$ cat src/rtl/down_counter.sv
// Loadable down counter with IDLE/RUN/DONE sequencing and a one-cycle terminal-count pulse.
// Optional auto-reload on terminal count is enabled by defining DOWN_COUNTER_AUTORELOAD_EN.
module down_counter #(
    parameter int unsigned WIDTH = 4
) (
    input  logic             i_clk,
    input  logic             i_reset,
    input  logic             i_load,
    input  logic [WIDTH-1:0] i_load_value,
    input  logic             i_enable,
    output logic [WIDTH-1:0] o_count,
    output logic             o_busy,
    output logic             o_done,
    output logic             o_zero
);

    typedef enum logic [1:0] {
        StIdle,
        StRun,
        StDone
    } state_e;

    state_e           state_q, state_d;
    logic [WIDTH-1:0] count_q, count_d;

`ifdef DOWN_COUNTER_AUTORELOAD_EN
    logic [WIDTH-1:0] reload_q, reload_d;
`endif

    always_comb begin
        state_d = state_q;
        count_d = count_q;
`ifdef DOWN_COUNTER_AUTORELOAD_EN
        reload_d = reload_q;
`endif
        if (i_load) begin
`ifdef DOWN_COUNTER_AUTORELOAD_EN
            reload_d = i_load_value;
`endif
            // A zero load acts as an abort: back to IDLE, no done pulse.
            if (i_load_value != '0) begin
                state_d = StRun;
                count_d = i_load_value;
            end else begin
                state_d = StIdle;
                count_d = '0;
            end
        end else begin
            unique case (state_q)
                StIdle: begin
                    state_d = StIdle;
                end
                StRun: begin
                    if (i_enable) begin
                        // Terminal count; the <= guard also keeps a stray zero from wrapping.
                        if (count_q <= WIDTH'(1)) begin
                            state_d = StDone;
                            count_d = '0;
                        end else begin
                            count_d = count_q - WIDTH'(1);
                        end
                    end
                end
                StDone: begin
`ifdef DOWN_COUNTER_AUTORELOAD_EN
                    if (reload_q != '0) begin
                        state_d = StRun;
                        count_d = reload_q;
                    end else begin
                        state_d = StIdle;
                        count_d = '0;
                    end
`else
                    state_d = StIdle;
                    count_d = '0;
`endif
                end
                default: begin
                    state_d = StIdle;
                    count_d = '0;
                end
            endcase
        end
    end

    always_ff @(posedge i_clk) begin
        if (i_reset) begin
            state_q <= StIdle;
            count_q <= '0;
        end else begin
            state_q <= state_d;
            count_q <= count_d;
        end
    end

`ifdef DOWN_COUNTER_AUTORELOAD_EN
    always_ff @(posedge i_clk) begin
        if (i_reset) begin
            reload_q <= '0;
        end else begin
            reload_q <= reload_d;
        end
    end
`endif

    assign o_count = count_q;
    assign o_busy  = (state_q == StRun);
    assign o_done  = (state_q == StDone);
    assign o_zero  = (count_q == '0);

endmodule
$ cat config.mk
export PLATFORM = sky130hd
export DESIGN_NAME = down_counter
export DESIGN_NICKNAME = d
export VERILOG_FILES = /design/src/rtl/down_counter.sv
export SDC_FILE = /design/constraint.sdc
export NUM_CORES = 1
export LEC_CHECK = 0
export ABC_AREA = 1
export CORE_AREA = 5 5 42 44
export CTS_BUF_LIST = sky130_fd_sc_hd__clkbuf_2
export DETAILED_ROUTE_END_ITERATION = 10
export DIE_AREA = 0 0 47 49
export MAX_ROUTING_LAYER = met4
export PLACE_DENSITY = 0.63
export SYNTH_ARGS = -nofsm -noshare
export SYNTH_HDL_FRONTEND = slang
export SYNTH_SLANG_ARGS = --single-unit
$ cat constraint.sdc
create_clock -name i_clk -period 2 [get_ports i_clk]
set_input_delay 0.6 -clock i_clk [delete_from_list [all_inputs] [get_ports i_clk]]
set_output_delay 0.6 -clock i_clk [all_outputs]
set_load 0.005 [all_outputs]
==> metrics.md <==
| Metric | Value |
|---|---|
| Yosys warnings | `0` |
| FF-to-FF path depth | `7` |
| CTS tree | `done` |
| Comb power frac | `0.326` |
| Critical path, cell by cell | `nand2_1 -> inv_1 -> clkdlybuf4s50_1` |
| Starting Density | `0.296` |
| # resized after CTS | `3` |
| Power Dens Cells | `557 nW/um^2` |
| Unrepaired setup endpoints after global routing | `false` |
| Grt total ovfl | `0` |
| Row count | `14` |
| Setup total negative slack | `0 ns` |
| Max-cap violation count | `0` |
| Endpoints failing setup | `0` |
| Die footprint | `2300 sq um` |
| Antenna diodes | `0` |
| # DRC | `0` |
| GP Congestion | `0.747` |
| First-pass GRT wire length | `1670 microns` |
| Outcome | `finished, final reports clean` |
| Routed Antenna Nets | `0` |
| Sw frac | `0.326` |
| Layout Skew | `0.00386 ns` |
| Clock power frac | `0.259` |
| Cts hold-fix bufs | `0` |
| Fin crit share | `0.917` |
| Layout cells sized above 1 | `0.192` |
| Total vias in the final route | `426` |
| Synth-to-Final Area Change | `43.7%` |
| WP data required | `1.40 ns` |
| Slowest-stage cell, CP | `clkdlybuf4s50_1` |
| Cell taking the most area after synthesis | `dfxtp_1` |
| Final Hold Violating Endpoints | `0` |
| Post-synth top area share | `0.289` |
| Syn nets | `71` |
| CTS clk-pin slew, worst paths | `0.06 ns` |
| Avg Cell Area, Syn | `6.92 sq um` |
| H-tree Lvls | `1` |
| Worst hold path depth | `3` |
| Mapped cell area | `415 sq um` |
| Fin util | `0.426` |
| Final cell count without fillers | `94` |
| Clock Path Buffers | `2` |
| Metal-1 WL | `413 microns` |
| Max stage delay on crit path | `0.49 ns` |
| Slew margin rel. | `0.848` |
| Area of the multi-input gates | `250 sq um` |
| Fin Hold WS | `0.557 ns` |
| Port bufs | `14` |
| Sequential-to-total area share from yosys stat | `0.289` |
| Initial antenna violation count | `0` |
| Worst Path Max Fanout | `4` |
| FF-to-FF End | `o_count[3]` |
| Startpoint Class | `register` |
| Dpl hpwl | `813 microns` |
| Hold Crit Endpoint | `state_q[1]` |
| Worst-Margin Slew | `0.226 ns` |
| Routed WL | `964 microns` |
| CP startpoint | `state_q[0]` |
| Maximum VDD drop | `247 uV` |
| Fmax | `545 MHz` |
| Pint | `224 uW` |
| Pins Over Slew Limit | `0` |
| Sequential power share | `0.415` |
| Core area | `1400 sq um` |
| Clk Latency, worst-skew pair | `0.22 ns` |
| Io pins | `15` |
| R2R Path Start | `o_count[0]` |
| Area contributors post-synth | `dfxtp_1 (29%), a21oi_1 (11%), ha_1 (9.0%)` |
| Placed cells | `91` |
| Total GRT Usage | `0.101` |
| CTS Buf Count | `3` |
| Critical setup path kind | `reg2out` |
| Leak | `0.000266 uW` |
| Worst Hold Class | `reg2reg` |
| Clock sink count | `6` |
| Vias in the first global route | `429` |
| Yosys cell types | `19` |
| Seq. cell area | `120 sq um` |
| FF-to-FF setup slack | `0.73 ns` |
| Starting DRT DRC Count | `3` |
| Total power | `333 uW` |
| DR WL/cell | `10.3 microns` |
| Met3 WL post-DR | `84 microns` |
| Layout net count | `91` |
| Number of fill cells in the layout | `166` |
| Largest net degree at the start of global routing | `6` |
| Worst Setup End Kind | `output port` |
| Die H | `49 microns` |
| Synth Instances | `60` |
| Clock Root Buffer | `clkbuf_2` |
| Number of synthesized register bits | `6` |
| WL met2 | `466 microns` |
| Final min period | `1.83 ns` |
| Crit path DAT | `1.23 ns` |
| Post-CTS Setup Bufs | `0` |
| Worst hold start | `state_q[1]` |
| Sw Pwr | `108 uW` |
| Top Layer Used | `met3` |
| Vias/cell | `4.53` |
| DR pass1 iterations | `2` |
| Die width | `47 microns` |
[layout by cell type (no fill, tap or decap), drive strengths merged]
| cell type | instances |
|---|---|
| a21oi | 9 |
| xor2 | 1 |
| o21bai | 1 |
| nand3 | 4 |
| buf | 1 |
| ha | 3 |
| clkdlybuf4s50 | 13 |
| o21ai | 5 |
| nand2 | 9 |
| nor2 | 8 |
| clkbuf | 3 |
| nand4 | 1 |
| nor4 | 1 |
| dfxtp | 6 |
| inv | 12 |
| dlygate4sd2 | 1 |
[routing by layer]
layer | up-vias | GRT usage
li1 | 232 | -
met1 | 181 | 0.120
met2 | 13 | 0.152
met3 | 0 | 0.0554
met4 | 0 | 0.0138
met5 | - | -
[per-stage QoR]
step,cell area (sq um),worst slack [ns]
4_1_cts,597,0.0584
5_1_grt,597,0.0803
6_report,597,0.166
2_1_floorplan,415,0.672
3_3_place_gp,583,0.196
3_5_place_dp,583,0.154
[synth_stat cells, drive strengths merged]
| master | number |
|---|---|
| clkinv | 1 |
| o21bai | 1 |
| nand3 | 4 |
| ha | 3 |
| a21oi | 9 |
| nand4 | 1 |
| dfxtp | 6 |
| nor4 | 1 |
| nor2 | 8 |
| xor2 | 1 |
| nand2 | 9 |
| o21ai | 5 |
| inv | 11 |
[final cells by class]
| cell class | instances | share of cell area |
|---|---|---|
| Multi-Input combinational cell | 42 | 0.419 |
| Timing Repair Buffer | 15 | 0.245 |
| Sequential cell | 6 | 0.201 |
| Inverter | 12 | 0.0755 |
| Tap cell | 16 | 0.0335 |
| Clock buffer | 3 | 0.0252 |
[power by group through the flow]
stage	clock [uW]	combinational [uW]	sequential (uW)
floorplan	0	59.2	139
global placement	0	110	140
detailed placement	0	112	140
CTS	90.5	110	138
global route	98.7	123	140
finish	86.2	108	138
[state kept, by name, indices dropped and copies added (netlist names)]
| signal | cells |
|---|---|
| o_count | 4 |
| state_q | 2 |
[cell families after synthesis]
kind of cell	share of synthesized area
flip-flops	0.289
AND/OR/NAND/NOR	0.304
AO/OA/AOI/OAI	0.187
XOR/XNOR	0.0211
buffers and inverters	0.108
adder cells (fa/ha/maj)	0.0904
[worst max path at each step]
| stage | slack, ns | end |
|---|---|---|
| finish | 0.17 | o_busy |
| global route | 0.08 | o_zero |
| CTS | 0.06 | o_done |
| detailed placement | 0.15 | o_zero |
| global placement | 0.20 | o_zero |
| floorplan | 0.67 | o_zero |
[critical path, delay by kind of cell, from the launching register on]
kind | cells | cell delay (ns)
flops | 1 | 0.41
buf+inv | 2 | 0.54
simple gates | 1 | 0.07
Note: power is estimated with default switching activity, not from simulation.
